<file path="config.mk">
export PLATFORM = sky130hd
export DESIGN_NAME = c17_pipe_misr
export DESIGN_NICKNAME = d
export VERILOG_FILES = /design/src/rtl/c17_pkg.sv /design/src/rtl/c17_lane.sv /design/src/rtl/c17_pipe_misr.sv
export SDC_FILE = /design/constraint.sdc
export NUM_CORES = 1
export LEC_CHECK = 0
export BUFFER_PORTS_ARGS = -buffer_cell sky130_fd_sc_hd__buf_2
export CORE_MARGIN = 3
export CORE_UTILIZATION = 54
export DETAILED_ROUTE_END_ITERATION = 8
export PLACE_DENSITY = 0.8
export SYNTH_ARGS = -nofsm -noshare
export SYNTH_HDL_FRONTEND = slang
export SYNTH_HIERARCHICAL = 1
export SYNTH_SLANG_ARGS = --single-unit
</file>
<file path="constraint.sdc">
create_clock -name clk -period 2.3 [get_ports clk]
set_input_delay 0.115 -clock clk [delete_from_list [all_inputs] [get_ports clk]]
set_output_delay 0.115 -clock clk [all_outputs]
set_load 0.02 [all_outputs]
</file>
<file path="src/rtl/c17_pkg.sv">
// Shared lane geometry and the tail of the c17 function, so the split after
// stage 1 finishes exactly like the unsplit lane.
package c17_pkg;

    localparam int LANE_IN_W  = 5;
    localparam int LANE_OUT_W = 2;

    localparam int N1_IDX  = 0;
    localparam int N2_IDX  = 1;
    localparam int N3_IDX  = 2;
    localparam int N6_IDX  = 3;
    localparam int N7_IDX  = 4;

    localparam int N22_IDX = 0;
    localparam int N23_IDX = 1;

    typedef logic [LANE_IN_W-1:0]  lane_in_t;
    typedef logic [LANE_OUT_W-1:0] lane_out_t;

    // mode=1 folds N22 into N23.
    function automatic lane_out_t c17_finish(
        input logic mode,
        input logic n10,
        input logic n16,
        input logic n19
    );
        lane_out_t r;
        r[N22_IDX] = ~(n10 & n16);
        r[N23_IDX] = ~(n16 & n19) ^ (mode & r[N22_IDX]);
        return r;
    endfunction

endpackage

</file>
<file path="src/rtl/c17_lane.sv">
// One combinational c17 lane; also exposes N10/N16/N19 so the top can cut the
// cone in half when it is pipelined.
module c17_lane
    import c17_pkg::*;
(
    input  logic                  mode,
    input  logic [LANE_IN_W-1:0]  lane_in,
    output logic [LANE_OUT_W-1:0] lane_out,
    output logic                  n10,
    output logic                  n16,
    output logic                  n19
);

    logic n11;

    assign n10      = ~(lane_in[N1_IDX] & lane_in[N3_IDX]);
    assign n11      = ~(lane_in[N3_IDX] & lane_in[N6_IDX]);
    assign n16      = ~(lane_in[N2_IDX] & n11);
    assign n19      = ~(n11 & lane_in[N7_IDX]);
    assign lane_out = c17_finish(mode, n10, n16, n19);

endmodule

</file>
<file path="src/rtl/c17_pipe_misr.sv">
// LANES c17 lanes behind a 1- or 2-deep elastic pipeline with a global stall,
// plus a MISR signature and saturating count of every delivered result.
module c17_pipe_misr
    import c17_pkg::*;
#(
    parameter int               LANES     = 4,
    parameter int               PIPE      = 2,
    parameter int               MISR_W    = 2*LANES,
    parameter logic [MISR_W-1:0] MISR_POLY = 'h3
) (
    input  logic                clk,
    input  logic                rst_n,
    input  logic                mode,
    input  logic                in_valid,
    output logic                in_ready,
    input  logic [5*LANES-1:0]  in_data,
    output logic                out_valid,
    input  logic                out_ready,
    output logic [2*LANES-1:0]  out_data,
    input  logic                sig_clear,
    output logic [MISR_W-1:0]   sig_out,
    output logic [15:0]         count
);

    logic                  advance;
    logic                  fire;
    logic [LANES-1:0]      tap_n10, tap_n16, tap_n19;
    logic [2*LANES-1:0]    comb_out;
    logic [2*LANES-1:0]    stage_data;
    logic                  stage_valid;
    logic                  out_valid_reg;
    logic [2*LANES-1:0]    out_data_reg;
    logic [MISR_W-1:0]     sig_reg, sig_next, sig_base;
    logic [15:0]           count_reg, count_next, count_base;

    assign advance  = ~out_valid_reg | out_ready;
    assign fire     = out_valid_reg & out_ready;
    assign in_ready = advance;

    genvar gi;
    generate
        for (gi = 0; gi < LANES; gi++) begin : g_lane
            c17_lane u_lane (
                .mode     (mode),
                .lane_in  (in_data[gi*LANE_IN_W +: LANE_IN_W]),
                .lane_out (comb_out[gi*LANE_OUT_W +: LANE_OUT_W]),
                .n10      (tap_n10[gi]),
                .n16      (tap_n16[gi]),
                .n19      (tap_n19[gi])
            );
        end

        if (MISR_W != 2*LANES) begin : g_bad_misr_w
            $error("c17_pipe_misr: MISR_W must equal 2*LANES");
        end

        if (PIPE == 2) begin : g_pipe2
            logic             s1_valid_reg;
            logic             s1_mode_reg;
            logic [LANES-1:0] s1_n10_reg, s1_n16_reg, s1_n19_reg;
            logic             unused_comb;

            // Mode travels with its vector so a later mode change cannot touch it.
            always_ff @(posedge clk or negedge rst_n) begin
                if (!rst_n) begin
                    s1_valid_reg <= 1'b0;
                    s1_mode_reg  <= 1'b0;
                    s1_n10_reg   <= '0;
                    s1_n16_reg   <= '0;
                    s1_n19_reg   <= '0;
                end else if (advance) begin
                    s1_valid_reg <= in_valid;
                    s1_mode_reg  <= mode;
                    s1_n10_reg   <= tap_n10;
                    s1_n16_reg   <= tap_n16;
                    s1_n19_reg   <= tap_n19;
                end
            end

            for (gi = 0; gi < LANES; gi++) begin : g_fin
                assign stage_data[gi*LANE_OUT_W +: LANE_OUT_W] =
                    c17_finish(s1_mode_reg, s1_n10_reg[gi], s1_n16_reg[gi], s1_n19_reg[gi]);
            end

            assign stage_valid = s1_valid_reg;
            assign unused_comb = ^comb_out;
        end else if (PIPE == 1) begin : g_pipe1
            logic unused_taps;
            assign stage_data  = comb_out;
            assign stage_valid = in_valid;
            assign unused_taps = ^{tap_n10, tap_n16, tap_n19};
        end else begin : g_bad_pipe
            $error("c17_pipe_misr: PIPE must be 1 or 2");
        end
    endgenerate

    always_ff @(posedge clk or negedge rst_n) begin
        if (!rst_n) begin
            out_valid_reg <= 1'b0;
            out_data_reg  <= '0;
        end else if (advance) begin
            out_valid_reg <= stage_valid;
            out_data_reg  <= stage_data;
        end
    end

    // Clear is applied before the fire is absorbed.
    always_comb begin
        sig_base   = sig_clear ? '0 : sig_reg;
        count_base = sig_clear ? '0 : count_reg;
        sig_next   = sig_base;
        count_next = count_base;
        if (fire) begin
            sig_next = {sig_base[MISR_W-2:0], 1'b0}
                     ^ (sig_base[MISR_W-1] ? MISR_POLY : '0)
                     ^ out_data_reg;
            if (count_base != 16'hFFFF) begin
                count_next = count_base + 16'd1;
            end
        end
    end

    always_ff @(posedge clk or negedge rst_n) begin
        if (!rst_n) begin
            sig_reg   <= '0;
            count_reg <= '0;
        end else begin
            sig_reg   <= sig_next;
            count_reg <= count_next;
        end
    end

    assign out_valid = out_valid_reg;
    assign out_data  = out_data_reg;
    assign sig_out   = sig_reg;
    assign count     = count_reg;

endmodule

</file>
==> results by group, run 1 <==
Yosys
  – Syn nets: 260
  – Cells after synthesis: 233
  – Syn avg cell area: 9.92 sq um
  – Syn. warnings: 6
  – Synthesized area: 2310 sq um

Setup path
  – Startpoint types: flop
  – Crit path DAT: 2.19 ns
  – Critical Path End Type: flop
  – Critical path class: flop to flop
  – Worst EP required: 2.48 ns
  – Critical path fanouts, max: 12

Clocking
  – CTS tree: yes
  – # clock sinks: 47
  – Worst-Skew Late Latency: 0.30 ns
  – Clock Tree Buf Depth: 2
  – H-tree levels: 2
  – Worst-path clk slew: 0.08 ns
  – Postcts setup bufs: 0
  – CTS Buf Count: 5
  – CTS root buffer: clkbuf_8

Power and ir drop
  – Combinational Power Share: 0.240
  – NetSw: 0.648 mW
  – Clock power share: 0.236
  – Pint: 1.34 mW
  – Pwr Density: 728 nW/um^2
  – Reg power frac: 0.524
  – Leakage: 1.28 nW
  – VDD IR max: 441 uV
  – Net Sw Frac: 0.326

STA
  – Max-slew violations: 0
  – Final period util: 0.873
  – Worst Skew: 0.00500 ns
  – Relative slew slack: 0.653
  – Tmin final: 2.01 ns
  – Final hold vios: 0
  – Setup TNS: 0 ns
  – Finish-stage setup viols: 0
  – Worst setup margin: 0.291 ns
  – FMAX: 498 MHz
  – Smallest hold slack: 0.0498 ns
  – RSZ-0062 raised after global routing: no
  – Worst Tran Pin Value: 0.521 ns

Global routing
  – Largest net degree at the start of global routing: 34
  – First-pass GRT wire length: 7730 um
  – Initial antenna violation count: 0
  – GRT overflow: 0
  – Total global-route track usage: 0.189
  – Vias in the first global route: 1,704

Die
  – I/O pin count: 60
  – Row count: 23
  – Initial Util: 0.570
  – Core region area: 4060 sq um
  – DIE HEIGHT: 71.4 um
  – Die area: 5100 sq um
  – Die span in x: 71.4 um

Run status
  – Status: completed

Drt
  – Drt first pass iters: 4
  – Initial DRC count: 147
  – Routed via count: 1,846
  – DR vias/cell: 5.38
  – Drt drc: 0
  – Wire length per cell: 13.5 um
  – Post-Route WL: 4620 um
  – Routed Antenna Nets: 0

Final layout
  – Ratio of cells with drive above 1 in the final layout: 0.294
  – Commonest cells after routing, fill and taps aside: 59 x buf_2, 47 x dfrtp_1, 26 x nand2_1
  – # diodes: 0
  – Commonest non-fill, non-tap cell in the layout: buf_2
  – Fin nets: 319
  – Layout area overhead: 18.1%
  – Max FFs per register: 16
  – Design area: 2730 sq um
  – Core Util, Final: 0.673

Placement
  – Hpwl dp: 3390 um
  – Placer Congestion: 0.765
  – DP Area: 2640 sq um
  – Pre-CTS setup slack: 0.319 ns
  – IO buf count: 59

Flow run
  – Max_cap viols: 0

Min path
  – Hold Path Class: primary input to flop
-- metal layers --
layer | global-route usage | share of wire
met5 | 0 | 0
met4 | 0.0543 | 0.013
met2 | 0.316 | 0.50
met1 | 0.247 | 0.44
met3 | 0.0435 | 0.046
-- worst paths after layout --
check,startpoint,to,slack (ns),cells after the start
max,count[0],count[1],0.29,6
min,in_valid,g_pipe2.s1_valid_reg,0.05,2
max reg2reg,count[0],count[1],0.29,6
min reg2reg,g_pipe2.s1_valid_reg,out_valid,0.47,1
max in group asynchronous,rst_n,out_data[1],1.28,3
min in group asynchronous,rst_n,count[11],0.32,2
-- layout make-up --
cell class | count | area [sq um]
Clock buffer | 7 | 76.3
Timing Repair Buffer | 64 | 335
Sequential cell | 47 | 1180
Clock inverter | 1 | 5.00
Fill cell | 334 | 1330
Tap cell | 50 | 62.6
Multi-Input combinational cell | 165 | 1040
Inverter | 9 | 33.8
-- timing repair --
item,in CTS,in global routing
hold buffers,1,0
hold endpoints to repair,23,0
endpoints found under the setup margin,0,0
gates resized for setup,0,0
-- critical path, stage by stage (launching register included) --
cell	delay, ns
dfrtp_1	0.38
nor2b_1	0.23
ha_1	0.23
nand3_1	0.12
nor3_2	0.37
a31oi_4	0.24
mux2_2	0.33
-- power groups by stage --
stage	combinational [mW]	clock (mW)	sequential (mW)
after floorplan	0.234	0	1.12
after global placement	0.467	0	1.05
after detailed placement	0.480	0	1.06
after CTS	0.482	0.485	1.04
after global routing	0.526	0.509	1.06
final	0.477	0.470	1.04
-- metrics by stage --
stage,total power [mW],cells
2_1_floorplan,1.36,233
3_3_place_gp,1.52,334
3_5_place_dp,1.54,334
4_1_cts,2.01,343
5_1_grt,2.09,343
6_report,1.99,343
No activity file was read; power rests on OpenSTA's default activity.
==> run 2, diff against run 1 <==
Settings changed: CORE_UTILIZATION 54 to 58, PLACE_DENSITY 0.8 to 0.85, RECOVER_POWER set to 50.
Clock period 2.3 ns to 2.6 ns, I/O delays scaled along.
==> run 2 against run 1 <==
Effect of this change:
- the run now ends with max-capacitance violations, max-slew violations left
- final cell count down 0.87%
- global-route usage up 1.4 points
- largest cell class unchanged
- combinational power fell by 12%
- clock skew down 0.00062 ns
- worst hold slack gained 0.021 ns
- largest power group unchanged
==> results by group, run 2 (synthesis results as in run 1) <==
Clocking
  – # clock sinks: 47
  – Postcts setup bufs: 0
  – Worst-Skew Late Latency: 0.30 ns
  – Clock Tree Buf Depth: 2
  – Post-CTS Resized: 0
  – CTS Buf Count: 5
  – H-tree levels: 2
  – CTS root buffer: clkbuf_8
  – CTS tree: yes
  – Cts hold-fix bufs: 0
  – Worst-path clk slew: 0.08 ns

Min path
  – Hold Crit Start: in_valid
  – Hold Path Cell Cnt: 2
  – Hold Path Class: primary input to flop
  – Worst Hold Path EP: g_pipe2.s1_valid_reg

STA
  – Tmin final: 2.04 ns
  – Relative slew slack: -0.612
  – Worst Skew: 0.00438 ns
  – Final period util: 0.783
  – Max-slew violations: 48
  – Finish-stage setup viols: 0
  – RSZ-0062 raised after global routing: no
  – Final hold vios: 0
  – Smallest hold slack: 0.0703 ns
  – Worst Tran Pin Value: 2.42 ns
  – Setup TNS: 0 ns
  – FMAX: 491 MHz
  – Worst setup margin: 0.564 ns

Run status
  – Failing checks: max-capacitance violations, max-slew violations
  – Status: finished with violations

Placement
  – IO buf count: 59
  – Placer Congestion: 0.780
  – Pre-CTS setup slack: 0.641 ns
  – Hpwl dp: 3380 um

Global routing
  – Total global-route track usage: 0.204
  – Largest net degree at the start of global routing: 48
  – Vias in the first global route: 1,740
  – GRT overflow: 0
  – First-pass GRT wire length: 8030 um
  – Initial antenna violation count: 0

Final layout
  – Max FFs per register: 16
  – Fin nets: 318
  – # diodes: 0
  – Ratio of cells with drive above 1 in the final layout: 0.236
  – Commonest cells after routing, fill and taps aside: 47 x dfrtp_1, 41 x buf_2, 26 x nand2_1
  – Layout area overhead: 18.8%
  – FILL cells: 300
  – Commonest non-fill, non-tap cell in the layout: dfrtp_1

Drt
  – Wire length per cell: 13.9 um
  – Routed Antenna Nets: 0
  – Post-Route WL: 4740 um
  – Routed via count: 1,850
  – Drt first pass iters: 4
  – Drt drc: 0
  – Initial DRC count: 138
  – DR vias/cell: 5.44

Power and ir drop
  – VDD IR max: 518 uV
  – Leakage: 1.24 nW
  – Pwr Density: 715 nW/um^2

Setup path
  – Critical path class: flop to flop
  – Worst EP required: 2.79 ns
  – Reg-to-reg startpoint: count[0]
  – Crit path DAT: 2.23 ns
  – Worst r2r dst: count[1]
  – Startpoint types: flop
  – Critical path fanouts, max: 12
  – R2R setup slack: 0.56 ns
  – R2R depth: 6
  – Critical Path End Type: flop

Die
  – Row count: 22
  – Initial Util: 0.617
  – I/O pin count: 60
  – DIE HEIGHT: 69.1 um
  – Die span in x: 69.1 um
  – Core region area: 3740 sq um
  – Die area: 4780 sq um

Flow run
  – Max_cap viols: 1
[run 2: cell types whose count changed in the layout (fill, tap and decap cells not counted)]
cell	before	now
buf_2	59	41
clkbuf_1	2	19
bufinv_16	0	2
clkinv_2	1	0
dlygate4sd3_1	1	0
[run 2: stage by stage]
step | area (sq um) | instances | power [mW] | util
after floorplan | 2310 | 233 | 1.20 | -
after global placement | 2640 | 332 | 1.34 | 0.704
after detailed placement | 2640 | 332 | 1.36 | 0.704
after CTS | 2770 | 340 | 1.98 | 0.740
after global routing | 2750 | 340 | 2.06 | 0.734
final | 2750 | 340 | 1.96 | 0.734
[run 2: worst max path at each step]
stage             start          to  slack (ns)
6_report       count[0]    count[1]        0.56
5_1_grt           rst_n  sig_out[3]        0.19
2_1_floorplan  count[0]   count[13]        0.67
3_5_place_dp   count[1]    count[1]        0.64
3_3_place_gp   count[0]    count[1]        0.72
4_1_cts        count[1]    count[1]        0.58
[run 2: critical path: stages, from the launching register on]
cell     delay [ns]
dfrtp_1        0.39
nor2b_1        0.23
ha_1           0.23
nand3_1        0.14
nor3_2         0.38
a31oi_4        0.23
mux2_2         0.32
[run 2: per-layer routing]
metal / track usage / vias up / share of wire
met1: 0.261 / 870 / 0.43
met2: 0.340 / 52 / 0.50
met3: 0.0554 / 5 / 0.055
met5: 0 / - / 0
li1: - / 923 / -
met4: 0.0564 / 0 / 0.0078
[run 2: final cells by class]
cell class	count	area, sq um	area share
multi-input combinational	165	1040	0.379
sequential	47	1180	0.428
clock buffer	6	72.6	0.0264
inverter	9	33.8	0.0123
tap	48	60.1	0.0219
clock inverter	2	60.1	0.0219
timing repair buffer	63	303	0.110
[run 2: power by group]
part | total, mW | leakage, nW | switching, mW | internal (mW)
Sequential | 0.921 | 0.578 | 0.0966 | 0.825
Combinational | 0.420 | 0.593 | 0.258 | 0.162
Clock | 0.622 | 0.0654 | 0.238 | 0.384
Total | 1.96 | 1.24 | 0.593 | 1.37
==> run 3, diff against run 2 <==
Settings changed: ABC_AREA set to 1, CORE_UTILIZATION 58 to 50, PLACE_DENSITY 0.85 to 0.77.
Clock period 2.6 ns to 1.75 ns, I/O delays scaled along.
==> run 3 against run 2 <==
Effect of this change:
- the flow now finishes without violations
- via count rose by 30%
- die area rose by 36%
- design area rose by 20%
- combinational power rose by 74%
- register-to-register slack got worse by 0.40 ns
- sequential power rose by 47%
- count of clock-buffer cells in the layout fell by 1
- sequential share of layout area fell by 7.0 points
- first-iteration DRC count fell by 16%
- largest cell class is now multi-input gates
==> results by group, run 3 <==
STA
  – Tmin final: 1.59 ns
  – Final hold vios: 0
  – Worst Skew: 0.00872 ns
  – Worst Tran Pin Value: 0.747 ns
  – Final period util: 0.907
  – RSZ-0062 raised after global routing: no
  – Finish-stage setup viols: 0
  – Max-slew violations: 0
  – Setup TNS: 0 ns
  – Relative slew slack: 0.502
  – FMAX: 630 MHz

Die
  – Initial Util: 0.532
  – Row count: 26
  – I/O pin count: 60
  – Core region area: 5240 sq um
  – Die area: 6500 sq um
  – DIE HEIGHT: 80.6 um
  – Die span in x: 80.6 um

Drt
  – Routed via count: 2,396
  – Post-Route WL: 5990 um
  – Routed Antenna Nets: 0
  – Initial DRC count: 116
  – Drt drc: 0
  – Drt first pass iters: 4
  – DR vias/cell: 5.04
  – Wire length per cell: 12.6 um

Yosys
  – Synthesized area: 2780 sq um
  – Syn. warnings: 6
  – Syn avg cell area: 8.39 sq um
  – Syn nets: 359
  – Cells after synthesis: 332

Final layout
  – Commonest non-fill, non-tap cell in the layout: nand2_1
  – # diodes: 0
  – Ratio of cells with drive above 1 in the final layout: 0.299
  – Fin nets: 431
  – Design area: 3290 sq um
  – Max FFs per register: 16
  – Layout area overhead: 18.2%
  – Commonest cells after routing, fill and taps aside: 92 x nand2_1, 46 x dfrtp_1, 35 x buf_2

Global routing
  – Initial antenna violation count: 0
  – Largest net degree at the start of global routing: 32
  – GRT overflow: 0
  – Vias in the first global route: 2,397
  – First-pass GRT wire length: 10,300 um
  – Total global-route track usage: 0.205

Clocking
  – CTS tree: yes
  – Clock Tree Buf Depth: 2
  – CTS root buffer: clkbuf_8
  – Worst-path clk slew: 0.09 ns
  – # clock sinks: 47
  – CTS Buf Count: 5
  – H-tree levels: 2
  – Worst-Skew Late Latency: 0.31 ns

Power and ir drop
  – Reg power frac: 0.487
  – Design Power: 2.77 mW
  – Leakage: 1.57 nW
  – NetSw: 0.985 mW
  – Clock power share: 0.249
  – Net Sw Frac: 0.355
  – VDD IR max: 643 uV
  – Pwr Density: 842 nW/um^2
  – Combinational Power Share: 0.264
  – Pint: 1.79 mW

Placement
  – DP Area: 3190 sq um
  – Placer Congestion: 0.894
  – IO buf count: 59
  – Hpwl dp: 4620 um

Setup path
  – Startpoint types: flop
  – Worst EP required: 1.96 ns
  – Crit path DAT: 1.80 ns
  – Critical path class: flop to flop
  – Critical path fanouts, max: 4
  – Critical Path End Type: flop

Flow run
  – Max_cap viols: 0

Min path
  – Hold Path Class: primary input to flop

Run status
  – Status: completed
run 3: final timing paths:
path / startpoint / to / slack (ns) / cells after the start
worst min-delay path: mode / g_pipe2.s1_mode_reg / 0.02 / 2
min in group asynchronous: rst_n / count[4] / 0.36 / 2
max in group asynchronous: rst_n / count[11] / 0.62 / 3
worst max-delay path: count[0] / count[14] / 0.16 / 10
worst min register to register: g_pipe2.s1_valid_reg / out_valid / 0.46 / 2
worst max register to register: count[0] / count[14] / 0.16 / 10
run 3: per-stage QoR:
stage / util / worst slack, ns / std cells / hold WS, ns
final: 0.628 / 0.164 / 475 / 0.0186
after global routing: 0.628 / 0.0242 / 475 / 0.0127
after CTS: 0.630 / 0.00837 / 473 / 0.00726
after detailed placement: 0.609 / 0.0299 / 463 / 0.167
after global placement: 0.609 / 0.148 / 463 / 0.162
after floorplan: - / 0.0571 / 332 / -0.208
run 3: cell type report:
class | count | area (sq um)
timing repair buffer | 74 | 377
clock inverter | 3 | 22.5
sequential | 47 | 1180
inverter | 36 | 143
clock buffer | 5 | 68.8
multi-input combinational | 240 | 1420
tap | 70 | 87.6
fill | 473 | 1950
run 3: critical path: stages (launching register included):
cell	delay, ns
dfrtp_2	0.40
inv_1	0.05
nor2_2	0.15
ha_4	0.18
nand2_2	0.09
nor2_8	0.14
nand2_2	0.08
nor2_2	0.15
nand4_1	0.10
nor2_1	0.10
nor2_1	0.04
run 3: repair_timing:
item	in CTS	in global routing
setup buffers	0	2
hold buffers	2	0
resized for setup	0	2
endpoints found under the hold margin	30	0
endpoints found under the setup margin	0	16
run 3: metal layers:
layer,GRT usage,vias up,part of all wire
met5,0,-,0
met4,0.0608,0,0.015
met3,0.0516,9,0.064
met2,0.382,75,0.51
met1,0.226,1112,0.41
li1,-,1200,-
run 3: power groups by stage:
| stage | logic (mW) | registers [mW] | clock network [mW] |
|---|---|---|---|
| 2_1_floorplan | 0.357 | 1.49 | 0 |
| 3_3_place_gp | 0.741 | 1.37 | 0 |
| 3_5_place_dp | 0.761 | 1.37 | 0 |
| 4_1_cts | 0.767 | 1.35 | 0.716 |
| 5_1_grt | 0.815 | 1.37 | 0.753 |
| 6_report | 0.732 | 1.35 | 0.692 |
